--- src/rtl/rs_gf_pkg.sv ---
// GF(2^8) constants and arithmetic shared by the RS(255,247) encode/check path.
package rs_gf_pkg;

    localparam int unsigned SYM_W  = 8;
    localparam int unsigned NN     = 255;
    localparam int unsigned KK     = 247;
    localparam int unsigned TWO_T  = NN - KK;
    localparam int unsigned CNT_W  = 8;
    localparam int unsigned SYND_W = TWO_T * SYM_W;

    // Low byte of x^8+x^4+x^3+x^2+1; the x^8 term is implied by the shift-out.
    localparam logic [SYM_W-1:0] PRIM_POLY = 8'h1D;

    localparam logic [SYM_W-1:0] ALPHA_POW [TWO_T] = '{
        8'h01, 8'h02, 8'h04, 8'h08, 8'h10, 8'h20, 8'h40, 8'h80
    };

    typedef enum logic {
        ST_IDLE = 1'b0,
        ST_RECV = 1'b1
    } state_t;

    function automatic logic [SYM_W-1:0] gf_mul(input logic [SYM_W-1:0] a,
                                                input logic [SYM_W-1:0] b);
        logic [SYM_W-1:0] p;
        logic [SYM_W-1:0] x;
        p = '0;
        x = a;
        for (int i = 0; i < int'(SYM_W); i++) begin
            if (b[i]) begin
                p = p ^ x;
            end
            x = x[SYM_W-1] ? ({x[SYM_W-2:0], 1'b0} ^ PRIM_POLY) : {x[SYM_W-2:0], 1'b0};
        end
        return p;
    endfunction

endpackage

--- src/rtl/rs_synd_cell.sv ---
// One syndrome accumulator: Horner evaluation of the received polynomial at ALPHA.
module rs_synd_cell
    import rs_gf_pkg::*;
#(
    parameter logic [SYM_W-1:0] ALPHA = 8'h01
) (
    input  logic             clk,
    input  logic             rst,
    input  logic             load,
    input  logic             shift,
    input  logic [SYM_W-1:0] din,
    output logic [SYM_W-1:0] s_nxt_c
);

    logic [SYM_W-1:0] s;

    // Next value is exported so the frame result can be captured on the final symbol.
    always_comb begin
        s_nxt_c = s;
        if (load) begin
            s_nxt_c = din;
        end else if (shift) begin
            s_nxt_c = gf_mul(s, ALPHA) ^ din;
        end
    end

    always_ff @(posedge clk or posedge rst) begin
        if (rst) begin
            s <= '0;
        end else begin
            s <= s_nxt_c;
        end
    end

endmodule

--- src/rtl/rs_syndrome_check.sv ---
// RS(255,247) receive syndrome check: 8 syndromes, framing check, message forwarding.
module rs_syndrome_check
    import rs_gf_pkg::*;
(
    input  logic              clk,
    input  logic              rst,
    input  logic              din_val,
    input  logic              din_sop,
    input  logic              din_eop,
    input  logic [SYM_W-1:0]  din,
    output logic              dout_val,
    output logic              dout_sop,
    output logic              dout_eop,
    output logic [SYM_W-1:0]  dout,
    output logic              synd_val,
    output logic [SYND_W-1:0] synd,
    output logic              err_det,
    output logic              frame_err
);

    localparam logic [CNT_W-1:0] LAST_IDX = CNT_W'(NN - 1);
    localparam logic [CNT_W-1:0] MSG_LAST = CNT_W'(KK - 1);
    localparam logic [CNT_W-1:0] MSG_LEN  = CNT_W'(KK);

    state_t            state;
    logic [CNT_W-1:0]  cnt;
    logic              load_c;
    logic              shift_c;
    logic [SYND_W-1:0] synd_nxt_c;

    // Any accepted sop restarts the accumulators, including one that aborts a frame.
    always_comb begin
        load_c  = din_val & din_sop;
        shift_c = (state == ST_RECV) & din_val & ~din_sop;
    end

    for (genvar j = 0; j < TWO_T; j++) begin : g_cell
        rs_synd_cell #(
            .ALPHA (ALPHA_POW[j])
        ) u_cell (
            .clk     (clk),
            .rst     (rst),
            .load    (load_c),
            .shift   (shift_c),
            .din     (din),
            .s_nxt_c (synd_nxt_c[SYM_W*j +: SYM_W])
        );
    end

    always_ff @(posedge clk or posedge rst) begin
        if (rst) begin
            state     <= ST_IDLE;
            cnt       <= '0;
            dout_val  <= 1'b0;
            dout_sop  <= 1'b0;
            dout_eop  <= 1'b0;
            dout      <= '0;
            synd_val  <= 1'b0;
            synd      <= '0;
            err_det   <= 1'b0;
            frame_err <= 1'b0;
        end else begin
            synd_val <= 1'b0;
            dout_val <= 1'b0;
            dout_sop <= 1'b0;
            dout_eop <= 1'b0;
            case (state)
                ST_IDLE: begin
                    if (din_val && din_sop) begin
                        cnt      <= CNT_W'(1);
                        dout     <= din;
                        dout_val <= 1'b1;
                        dout_sop <= 1'b1;
                        if (din_eop) begin
                            synd_val  <= 1'b1;
                            synd      <= synd_nxt_c;
                            err_det   <= 1'b1;
                            frame_err <= 1'b1;
                        end else begin
                            state <= ST_RECV;
                        end
                    end
                end
                ST_RECV: begin
                    if (din_val && din_sop) begin
                        // Abort report carries no syndrome; the sop symbol opens a new frame.
                        synd_val  <= 1'b1;
                        synd      <= '0;
                        err_det   <= 1'b1;
                        frame_err <= 1'b1;
                        if (din_eop) begin
                            state <= ST_IDLE;
                        end else begin
                            cnt      <= CNT_W'(1);
                            dout     <= din;
                            dout_val <= 1'b1;
                            dout_sop <= 1'b1;
                        end
                    end else if (din_val) begin
                        cnt <= cnt + CNT_W'(1);
                        if (cnt < MSG_LEN) begin
                            dout     <= din;
                            dout_val <= 1'b1;
                            dout_eop <= (cnt == MSG_LAST);
                        end
                        if (din_eop || (cnt == LAST_IDX)) begin
                            state     <= ST_IDLE;
                            synd_val  <= 1'b1;
                            synd      <= synd_nxt_c;
                            frame_err <= !(din_eop && (cnt == LAST_IDX));
                            err_det   <= (din_eop && (cnt != LAST_IDX)) || (|synd_nxt_c);
                        end
                    end
                end
                default: state <= ST_IDLE;
            endcase
        end
    end

endmodule

--- config.mk ---
export PLATFORM = sky130hd
export DESIGN_NAME = rs_syndrome_check
export DESIGN_NICKNAME = d
export VERILOG_FILES = /design/src/rtl/rs_gf_pkg.sv /design/src/rtl/rs_synd_cell.sv /design/src/rtl/rs_syndrome_check.sv
export SDC_FILE = /design/constraint.sdc
export NUM_CORES = 1
export LEC_CHECK = 0
export ABC_CLOCK_PERIOD_IN_PS = 4700
export CAP_MARGIN = 20
export CORE_MARGIN = 10
export CORE_UTILIZATION = 55
export CTS_CLUSTER_SIZE = 40
export DETAILED_ROUTE_END_ITERATION = 10
export HOLD_SLACK_MARGIN = 0.1
export PLACE_DENSITY = 0.78
export SYNTH_ARGS = -nofsm -noshare
export SYNTH_HDL_FRONTEND = slang
export SYNTH_HIERARCHICAL = 1
export SYNTH_SLANG_ARGS = --single-unit
--- constraint.sdc ---
create_clock -name clk -period 4.7 [get_ports clk]
set_clock_uncertainty 0.15 [all_clocks]
set_input_delay 0.94 -clock clk [delete_from_list [all_inputs] [get_ports clk]]
set_output_delay 0.94 -clock clk [all_outputs]
set_load 0.005 [all_outputs]
; Yosys cells after proc, flatten, opt, wreduce, memory -nomap -nowiden
; Cells that the tools add are included.
[totals]
reg_bits = 151
[op_classes]
addsub = 1
magnitude_cmp = 1
eq_ne = 9
mux = 109
bitwise_logic = 41
reduce_logical = 10
[ops]
columns = operator, count
row1 = 2-to-1 mux 8 bit, 41
row2 = 2-to-1 mux 64 bit, 5
row3 = 2-to-1 mux 5 bit, 28
row4 = one-hot mux 64 bit (2 select lines), 1
row5 = inverter 4 bit, 28
row6 = OR reduction 64 bit, 1
row7 = XOR 8 bit, 8
row8 = one-hot mux 8 bit (2 select lines), 2
row9 = 2-to-1 mux 1 bit, 26
row10 = "== test 8 bit, second input constant", 2
row11 = one-hot mux 1 bit (2 select lines), 6
row12 = "adder 8 x 1 -> 8 bit, second input constant", 1
row13 = "< comparator 8 bit, second input constant", 1
row14 = "inequality test 8 bit, second input constant", 1
row15 = AND reduction 4 bit, 2
row16 = "inequality test 3 x 1 -> 1 bit, second input constant", 2
row17 = "inequality test 2 bit, second input constant", 2
row18 = AND 1 bit, 3
row19 = logical AND 1 bit, 3
row20 = "inequality test 3 x 2 -> 1 bit, second input constant", 1
row21 = "inequality test 3 bit, second input constant", 1
row22 = AND reduction 3 bit, 1
row23 = logical OR 1 bit, 2
row24 = inverter 1 bit, 2
row25 = zero test 1 bit, 1

; Logic depth before layout (Yosys ltp)
[logic_depth]
depth_word = 25
depth_mapped = 12

; By module
; Netlist, hierarchy kept.
[modules_own_cells]
columns = mod, n_inst, cells_per_inst, area_per_inst_um2
row1 = rs_syndrome_check, 1, 382, 4002.6
row2 = rs_synd_cell (g_cell[6].u_cell), 1, 73, 699.4
row3 = rs_synd_cell (g_cell[5].u_cell), 1, 75, 656.9
row4 = rs_synd_cell (g_cell[4].u_cell), 1, 67, 640.6
row5 = rs_synd_cell (g_cell[7].u_cell), 1, 65, 638.1
row6 = rs_synd_cell (g_cell[3].u_cell), 1, 53, 530.5
row7 = rs_synd_cell (g_cell[2].u_cell), 1, 54, 509.2
row8 = rs_synd_cell (g_cell[1].u_cell), 1, 54, 480.5
row9 = rs_synd_cell (g_cell[0].u_cell), 1, 39, 474.2

; Least setup slack after synthesis
; Ideal clock, no wire load.
[synth_timing]
path_type = input port to flip-flop
from = input port din_sop
to = register err_det
t_arrival_ns = 3.629
required_time_ns = 4.424
setup_slack_ns = 0.795
cell_stages = 10
n_path_buf = 3
cell_sequence = and3b_1 > clkbuf_1 > buf_2 > buf_2 > a31oi_1 > a2bb2oi_1 > nor4_1 > nand4_1 > or3_1 > o32a_1
[synth_via]
elab_chain_cells = 10
[synth_lines]
columns = item, line_no
row1 = from (decl), rs_syndrome_check.sv:8  ; input logic din_sop,
row2 = inverter 1 bit, rs_syndrome_check.sv:34  ; shift_c = (state == ST_RECV) & din_val & ~din_sop;
row3 = AND 1 bit, rs_syndrome_check.sv:34
row4 = named net shift_c, rs_syndrome_check.sv:28  ; logic shift_c;
row5 = 2-to-1 mux 8 bit, rs_synd_cell.sv:22  ; end else if (shift) begin
row6 = 2-to-1 mux 8 bit, rs_synd_cell.sv:20  ; if (load) begin
row7 = named net synd_nxt_c[19], rs_syndrome_check.sv:29  ; logic [SYND_W-1:0] synd_nxt_c;
row8 = OR reduction 64 bit, rs_syndrome_check.sv:111  ; err_det <= (din_eop && (cnt != LAST_IDX)) || (|synd_nxt_c);
row9 = logical OR 1 bit, rs_syndrome_check.sv:111
row10 = 2-to-1 mux 1 bit, rs_syndrome_check.sv:106  ; if (din_eop || (cnt == LAST_IDX)) begin
row11 = 2-to-1 mux 1 bit, rs_syndrome_check.sv:99  ; end else if (din_val) begin
row12 = 2-to-1 mux 1 bit, rs_syndrome_check.sv:85  ; if (din_val && din_sop) begin
row13 = one-hot mux 1 bit (2 select lines), rs_syndrome_check.sv:67  ; case (state)
row14 = to (signal assigned), rs_syndrome_check.sv:111
row15 = to (decl), rs_syndrome_check.sv:17  ; output logic err_det,
; The timed path passes the listed nets, and every way through them passes these cells. The select of a mux whose other input is x is not followed.
; A chain may end at the register's enable or synchronous reset.

; Worst setup path in the final report
[layout_timing]
from = input port din_val
to = register err_det
[layout_lines]
columns = item, line_no
row1 = from (decl), rs_syndrome_check.sv:7  ; input logic din_val,
row2 = AND 1 bit, rs_syndrome_check.sv:33  ; load_c = din_val & din_sop;
row3 = named net load_c, rs_syndrome_check.sv:27  ; logic load_c;
row4 = 2-to-1 mux 8 bit, rs_synd_cell.sv:20
row5 = named net synd_nxt_c[44], rs_syndrome_check.sv:29
row6 = OR reduction 64 bit, rs_syndrome_check.sv:111
row7 = logical OR 1 bit, rs_syndrome_check.sv:111
row8 = 2-to-1 mux 1 bit, rs_syndrome_check.sv:106
row9 = 2-to-1 mux 1 bit, rs_syndrome_check.sv:99
row10 = 2-to-1 mux 1 bit, rs_syndrome_check.sv:85
row11 = one-hot mux 1 bit (2 select lines), rs_syndrome_check.sv:67
; The timed path passes the listed nets, and every way through them passes these cells. The select of a mux whose other input is x is not followed.

==> summary.md <==
| Metric | Value |
|---|---|
| Post-synth top area cell | dfrtp_1 |
| Syn Nets | 877 |
| Seq cells post-synth | 151 |
| ANT cells | 0 |
| Synth Flop Type | dfrtp_1 |
| Crit Path Class | in2reg |
| Maximum clock rate | 0.254 GHz |
| Vias in the first global route | 6,803 |
| Post-route minimum period | 3.94 ns |
| Ports | 91 |
| Critical Path End Type | register |
| Critical Path RT | 4.86 ns |
| CTS Root Cell | clkbuf_16 |
| Die ar. | 21,100 um^2 |
| Number of synthesized flops with an enable pin | 0 |
| Setup Buffers After CTS | 0 |
| Initial Utilization | 56.4% |
| Number of cell rows | 45 |
| RSZ-0062 raised after global routing | no |
| Synth area leaders | dfrtp_1 (44%), mux2i_1 (9.4%), inv_1 (4.4%) |
| Yosys warns | 6 |
| Die height | 145 um |
| Leakage | 4.74 nW |
| DR vias | 6,883 |
| Total track usage | 21.3% |
| Overall routed net length | 22,300 um |
| Worst r2r dst | err_det |
| Netlist cell types | 77 |
| Final Setup Violations | 0 |
| PortBufs | 90 |
| Syn_area_per_cell | 10.0 um^2 |
| Tcrit/Tclk final | 83.8% |
| Nets | 961 |
| Hold buffers post-CTS | 0 |
| Pwr dens | 553 nW/um^2 |
| Total Power | 5.72 mW |
| Setup slack, reg-to-reg | 1.28 ns |
| Peak VDD IR | 0.314 mV |
| Reg2Reg Depth | 9 |
| CTS tree | done |
| Largest net degree at the start of global routing | 65 |
| First-pass GRT wire length | 36,700 um |
| Pins Over Slew Limit | 0 |
| Clock sink total | 151 |
| CTS Buf Count | 17 |
| Share of cells above drive strength 1 | 10.4% |
| Hold Path Class | reg2reg |
| Drt first pass iters | 6 |
| Final hold vios | 0 |
| Post-route ant nets | 0 |
| Gate Count Post-Synth | 862 |
| P&R area growth vs syn | 19.8% |
| Most frequent cells in the layout | dfrtp_1 (151), inv_1 (99), clkdlybuf4s50_1 (90) |
| Clock latency on the worst-skew pair | 0.43 ns |
| Max cap viols | 0 |
| Post_cts resized | 0 |
| WP data arrival | 4.10 ns |
| H-tree depth | 4 |
| Worst flop-to-flop path startpoint | state |
| WL per Instance | 19.1 um |
| Post-synthesis sequential area ratio | 43.8% |
| Status | finished, final reports clean |
| Slew HR | 32.6% |
| Most common cell after layout, fill and taps aside | dfrtp_1 |
| Asr flop ratio synth | 100% |
| Placer Congestion | 0.897 |
| Post-synthesis instance area | 8630 um^2 |
| CTS max path bufs | 2 |
| Worst-path clk slew | 0.06 ns |
| Hold Path Origin | frame_err |
| Global route total overflow | 0 |
| Cell depth of the worst min-delay path | 1 |
| TNS Setup | 0 ns |
| Crit start category | input pin |
| DR iter-0 viols | 754 |
| Initial antenna violation count | 0 |
| Worst slew pin tran | 1.01 ns |
| Critical Path Fanout Max | 41 |
| Yosys top cell area share | 43.8% |
| Residual DRC | 0 |
| Endpoint, Worst Hold | frame_err |
| DR vias/cell | 5.89 |
| Detailed Place HPWL | 15,400 um |
| Die Wd | 145 um |
| Core ar. | 15,300 um^2 |
==> area by class of cell <==
type | count | area [um^2]
Clock inverter | 8 | 169
Inverter | 103 | 388
Multi-Input combinational cell | 555 | 4140
Timing Repair Buffer | 118 | 1120
Fill cell | 1193 | 4970
Tap cell | 211 | 264
Clock buffer | 22 | 484
Sequential cell | 151 | 3780
==> through the flow <==
stage	std cells	cell area [um^2]	hold WS [ns]	setup slack [ns]	util [%]
6_report	1168	10300	0.337	0.760	67.5
3_5_place_dp	1138	9690	0.332	0.368	63.3
3_3_place_gp	1138	9690	0.324	0.381	63.3
5_1_grt	1168	10300	0.372	0.543	67.5
2_1_floorplan	862	8630	0.315	0.795	-
4_1_cts	1168	10300	0.345	0.814	67.5
==> Yosys cell counts (9+ instances only) <==
master       n
a21oi_1     40
a22oi_1     14
a2bb2oi_1    9
a31oi_1     12
buf_2       12
buf_6       13
clkbuf_1    21
dfrtp_1    151
inv_1      101
mux2_2      10
mux2i_1     81
nand2_1     85
nand2b_1     9
nand3_1     11
nand4b_1    11
nor2_1      34
nor4_1      15
o21ai_0     20
o22a_1      11
o22ai_1     22
xnor2_1     23
xnor3_1      9
xor2_1      17
==> state kept, by name, indices dropped and copies added (netlist names) <==
register / cells
synd: 64
state: 1
g_cell.u_cell/s: 64
err_det: 1
dout_eop: 1
frame_err: 1
dout: 8
dout_val: 1
cnt: 8
synd_val: 1
dout_sop: 1
==> where the power goes <==
part	internal, mW	switching (mW)
logic	1.21	0.947
registers	1.69	0.349
clock network	0.991	0.524
total	3.90	1.82
==> worst max-delay path, cell delays in order <==
cell and delay (ns):
clkdlybuf4s50_1 0.53, nand2_1 0.16, inv_2 0.38, buf_12 0.26
inv_1 0.22, o221a_2 0.37, nor3_1 0.41, nand3_1 0.12
or3_1 0.40, o32a_1 0.29
==> routing by layer <==
layer | global-route usage (%) | vias to the layer above | routed length [um]
met5 | 0 | - | 0
met4 | 8.54 | 0 | 498
met3 | 4.16 | 34 | 1600
met2 | 33.5 | 312 | 10500
met1 | 28.3 | 3370 | 9620
li1 | - | 3167 | -
==> logic make-up (layout without fill, tap and decap cells) <==
family	count (synthesis)	after routing	synth area share (%)
AND/OR/NAND/NOR	229	229	13.9
AO/OA/AOI/OAI	175	175	14.1
buffers and inverters	156	251	8.39
flip-flops	151	151	43.8
multiplexers	92	92	10.8
XOR/XNOR	57	57	8.62
adder cells (fa/ha/maj)	2	2	0.290
==> worst max path at each step <==
stage	endpoint	from	depth (start not counted)	slack, ns
2_1_floorplan	err_det	din_sop	10	0.79
3_3_place_gp	err_det	din_val	12	0.38
3_5_place_dp	err_det	din_val	10	0.37
4_1_cts	err_det	din_val	10	0.81
5_1_grt	err_det	din_val	12	0.54
6_report	err_det	din_val	10	0.76
Power figures use the tool's default switching activity.
==> edit 1 (same settings) <==
Register the output `dout` once more; this adds one clock of latency there. The other outputs are not delayed to match.
--- a/src/rtl/rs_syndrome_check.sv
+++ b/src/rtl/rs_syndrome_check.sv
@@ -22,4 +22,6 @@
     localparam logic [CNT_W-1:0] MSG_LAST = CNT_W'(KK - 1);
     localparam logic [CNT_W-1:0] MSG_LEN  = CNT_W'(KK);
+
+    logic [SYM_W-1:0] dout_s0;
 
     state_t            state;
@@ -55,5 +57,5 @@
             dout_sop  <= 1'b0;
             dout_eop  <= 1'b0;
-            dout      <= '0;
+            dout_s0   <= '0;
             synd_val  <= 1'b0;
             synd      <= '0;
@@ -69,5 +71,5 @@
                     if (din_val && din_sop) begin
                         cnt      <= CNT_W'(1);
-                        dout     <= din;
+                        dout_s0  <= din;
                         dout_val <= 1'b1;
                         dout_sop <= 1'b1;
@@ -93,5 +95,5 @@
                         end else begin
                             cnt      <= CNT_W'(1);
-                            dout     <= din;
+                            dout_s0  <= din;
                             dout_val <= 1'b1;
                             dout_sop <= 1'b1;
@@ -100,5 +102,5 @@
                         cnt <= cnt + CNT_W'(1);
                         if (cnt < MSG_LEN) begin
-                            dout     <= din;
+                            dout_s0  <= din;
                             dout_val <= 1'b1;
                             dout_eop <= (cnt == MSG_LAST);
@@ -118,4 +120,8 @@
     end
 
+    always_ff @(posedge clk) begin
+        dout <= dout_s0;
+    end
+
 endmodule
 
Behaviour: not the same (Yosys sat finds a counterexample within 4 cycles, from zero or initial values and one cycle with rst high).
==> edit 1 against the unedited design <==
- power decreased by 1.9%
- sequential cell count is 8 higher
- setup slack got worse by 0.046 ns
- hold slack worse by 0.12 ns
- synthesized area rose by 1.5%
- routed wire length grew 0.76%
- global-route usage fell by 0.057 points
- final area is 1.3% higher
- cell count is 1.5% higher
- non-clock buffer count is 3 higher
==> edit 1: results (changes against the unedited design) <==
| Metric | Value |
|---|---|
| Final hold vios | 0 (unchanged) |
| Tot GR Track Use | 0.212 (was 0.213) |
| Drt initial violations | 710 (was 754) |
| Slowest cell on crit path | clkdlybuf4s50_1 (unchanged) |
| Max FO, Critical Path | 32 (was 41) |
| Max Freq | 251 MHz (was 254 MHz) |
| Post-CTS Setup Repair Bufs | 0 (unchanged) |
| HPWL after detailed placement | 15.6 mm (was 15.4 mm) |
| Crit path from | din_sop (was din_val) |
| Layout cell share with drive strength beyond 1 | 0.107 (was 0.104) |
| Largest registers | g_cell.u_cell/s: 64 flops, synd: 64 flops (unchanged) |
| Crit-path max cell delay | 0.61 ns (was 0.53 ns) |
| Worst reg2reg path startpoint | state (unchanged) |
| Leakage | 5.15 nW (was 4.74 nW) |
| Post-Route WL | 22.4 mm (was 22.3 mm) |
| Largest net degree at the start of global routing | 55 (was 65) |
| Gate Count Post-Synth | 868 (was 862) |
| Number of unique standard cell types used by synthesis | 76 (was 77) |
| Hold Path Class | flip-flop to flip-flop (unchanged) |
| PortBufs | 90 (unchanged) |
| CTS buffer count | 17 (unchanged) |
| Clk pin slew, worst setup/hold paths | 0.07 ns |
| Yosys Warn Count | 6 (unchanged) |
| Root Driver | clkbuf_16 (unchanged) |
| Asr flop ratio synth | 0.950 (was 1.00) |
| Pre-CTS setup slack | 0.384 ns (was 0.368 ns) |
| Max_slew headroom | 0.327 (was 0.326) |
| Nets | 972 (was 961) |
| Most frequent cells after synthesis | dfrtp_1 (151), inv_1 (105), nand2_1 (84) (was dfrtp_1 (151), inv_1 (101), nand2_1 (85)) |
| Min-delay src | dout_s0[6] (was frame_err) |
| Status | completed (unchanged) |
| Antenna violations before repair | 1 (was 0) |
| Largest cells by area after synthesis | dfrtp_1 (43%), mux2i_1 (9.1%), inv_1 (4.5%), nand2_1 (3.6%), a21oi_1 (2.3%) (was dfrtp_1 (44%), mux2i_1 (9.4%), inv_1 (4.4%), nand2_1 (3.7%), xnor3_1 (2.3%)) |
| Fin cells | 1186 (was 1168) |
| GRT overflow | 0 (unchanged) |
| Diode count | 0 (unchanged) |
| Placer Congestion | 0.893 (was 0.897) |
| Syn Nets | 883 (was 877) |
| Max H-tree Level | 4 (unchanged) |
| Crit path DAT | 4.10 ns (about the same) |
| Family with the most delay on the worst path | buffers and inverters (unchanged) |
| 1st-pass router iterations | 7 (was 6) |
| Later-pin clock latency in the skew report | 0.43 ns (about the same) |
| Via count | 6957 (was 6883) |
| Clk buf depth | 2 (unchanged) |
| Sequential fraction of the synthesis area | 0.450 (was 0.438) |
| VDD IR max | 0.302 mV (was 0.314 mV) |
| Vias in the first global route | 6928 (was 6803) |
| Reg-to-reg slack, setup | 1.48 ns (was 1.28 ns) |
| Post-CTS sizing | 0 (unchanged) |
| Area after DPL | 9890 sq um (was 9690 sq um) |
| First-pass GRT wire length | 36.8 mm (was 36.7 mm) |
==> edit 1: cell type report <==
cell class | count | area [sq um]
fill | 1230 | 5290
multi-input combinational | 550 | 4110
sequential | 159 | 3940
timing repair buffer | 121 | 1180
clock buffer | 17 | 425
inverter | 108 | 407
tap | 216 | 270
clock inverter | 15 | 145
==> edit 1: worst paths after layout <==
kind	endpoint	cells past startpoint
min in group asynchronous	g_cell[2].u_cell/s[0]	2
min reg2reg	dout[6]	0
min	dout[6]	0
max reg2reg	err_det	9
max	err_det	11
max in group asynchronous	synd[57]	3
==> edit 1: cells by family after synthesis <==
family                     Yosys count  synth area share
AOI/OAI and AO/OA                  178             0.142
xor gates and xnor gates            56            0.0840
adders and majority gates            2           0.00286
buffers and inverters              159            0.0828
DFF                                159             0.450
muxes                               91             0.106
and+or+nand+nor                    223             0.134
==> edit 1: report_power, final <==
part           internal [W]  switching (W)
registers           0.00176       0.000340
logic               0.00120       0.000939
clock network      0.000746       0.000615
==> edit 1: metal layers <==
| metal | vias up | part of all wire | track usage |
|---|---|---|---|
| met5 | - | 0 | 0 |
| met4 | 0 | 0.026 | 0.0726 |
| met3 | 57 | 0.085 | 0.0578 |
| met2 | 320 | 0.46 | 0.335 |
| met1 | 3372 | 0.43 | 0.277 |
| li1 | 3208 | - | - |
==> edit 1: metrics by stage <==
stage,total power (W),utilization,hold slack (ns)
detailed placement,0.00426,0.627,0.204
global placement,0.00421,0.626,0.195
floorplan,0.00343,-,0.190
global route,0.00595,0.665,0.224
CTS,0.00564,0.663,0.220
finish,0.00561,0.665,0.217
==> edit 2 (config.mk and constraints unchanged) <==
Made on the original files. The package constant `CNT_W` goes from 8 to 6.
--- a/src/rtl/rs_gf_pkg.sv
+++ b/src/rtl/rs_gf_pkg.sv
@@ -6,5 +6,5 @@
     localparam int unsigned KK     = 247;
     localparam int unsigned TWO_T  = NN - KK;
-    localparam int unsigned CNT_W  = 8;
+    localparam int unsigned CNT_W  = 6;
     localparam int unsigned SYND_W = TWO_T * SYM_W;
 
Function: not settled (the Yosys comparison gave no result); the edit may change what the design does.
==> edit 2 against the unedited design <==
- power decreased by 2.1%
- core utilization is 0.37 points lower
- setup slack got worse by 0.18 ns
- register-to-register slack improved by 0.04 ns
- clock power down 6%
- sequential cell count down 2
- routed wire length is 2.2% higher
- synthesized area decreased by 0.61%
- final area shrank 0.92%
==> edit 2: results (changes against the unedited design) <==
| Metric | Value |
|---|---|
| Worst Hold Endpoint | dout[6] (was frame_err) |
| Worst Max-Slew Pin Slew | 0.947 ns (was 1.01 ns) |
| Multi-input gate area | 4080 sq um (was 4140 sq um) |
| Inverters | 106 (was 103) |
| Via count | 6952 (was 6883) |
| Drt initial violations | 1012 (was 754) |
| Largest net degree at the start of global routing | 45 (was 65) |
| Met1 Use GR | 0.305 (was 0.283) |
| Layout non-clock buf frac | 0.113 (was 0.109) |
| VDD IR max | 0.285 mV (was 0.314 mV) |
| Area after DPL | 9630 sq um (was 9690 sq um) |
| Layout cell share with drive strength beyond 1 | 0.103 (was 0.104) |
| Fillers | 1187 (was 1193) |
| Placer Congestion | 0.909 (was 0.897) |
| Sw power | 0.00184 W (was 0.00182 W) |
| Leakage | 4.67 nW (was 4.74 nW) |
| Syn Nets | 873 (was 877) |
| #FFs+latches synth | 149 (was 151) |
| Clk cell area share | 0.0606 (was 0.0631) |
| Most frequent cells after synthesis | dfrtp_1 (149), inv_1 (103), nand2_1 (86) (was dfrtp_1 (151), inv_1 (101), nand2_1 (85)) |
| Tot GR Track Use | 0.223 (was 0.213) |
| DP Cell Count | 1136 (was 1138) |
| Met3 Resource Use GR | 0.0639 (was 0.0416) |
| Largest cells by area after synthesis | dfrtp_1 (43%), mux2i_1 (9.5%), inv_1 (4.5%), nand2_1 (3.8%), a21oi_1 (2.6%) (was dfrtp_1 (44%), mux2i_1 (9.4%), inv_1 (4.4%), nand2_1 (3.7%), xnor3_1 (2.3%)) |
| First-pass GRT wire length | 36.5 mm (was 36.7 mm) |
| Largest registers | g_cell.u_cell/s: 64 flops, synd: 64 flops, dout: 8 flops (was g_cell.u_cell/s: 64 flops, synd: 64 flops) |
| Multi-input gates | 552 (was 555) |
| Number of unique standard cell types used by synthesis | 74 (was 77) |
| DR WL met3 | 2.18 mm (was 1.60 mm) |
| Status | completed (unchanged) |
| Nets | 959 (was 961) |
| Pre-CTS setup slack | 0.299 ns (was 0.368 ns) |
| Min-delay src | dout[6] (was frame_err) |
| Hold Slack | 0.354 ns (was 0.337 ns) |
| Max FO, Critical Path | 35 (was 41) |
| Crit path DAT | 4.27 ns (was 4.10 ns) |
| FF/Latch Area | 3730 sq um (was 3780 sq um) |
| Gate Count Post-Synth | 858 (was 862) |
| Detailed route wirelength on metal2 | 10.2 mm (was 10.5 mm) |
| Sequential fraction of the synthesis area | 0.435 (was 0.438) |
| Average routed wire per standard cell | 19.5 um (was 19.1 um) |
| Met1 WL | 9.84 mm (was 9.62 mm) |
| Vias in the first global route | 6672 (was 6803) |
| Sequential cell area share | 0.364 (was 0.365) |
==> edit 2: cell types whose count changed in the layout (fill, tap and decap cells not counted), sizes merged, moves of 3 or more <==
cell / change
and3: -3
and4: -3
clkinvlp: +4
a21oi: +3
inv: +4
o21ai: +4
==> edit 2: cell families (layout without fill, tap and decap cells) <==
group | count (synthesis) | after routing | share of synthesized area
compound gates | 181 | 181 | 0.145
simple gates | 222 | 222 | 0.133
flops | 149 | 149 | 0.435
fa+ha+maj | 2 | 2 | 0.00292
mux | 92 | 92 | 0.109
buf+inv | 157 | 256 | 0.0910
xor+xnor | 55 | 55 | 0.0847
==> edit 2: power by group through the flow <==
stage               sequential [W]  clock, W  combinational [W]
floorplan                  0.00192         0            0.00142
CTS                        0.00201   0.00145            0.00216
global route               0.00207   0.00151            0.00235
global placement           0.00201         0            0.00211
detailed placement         0.00202         0            0.00215
finish                     0.00201   0.00143            0.00216
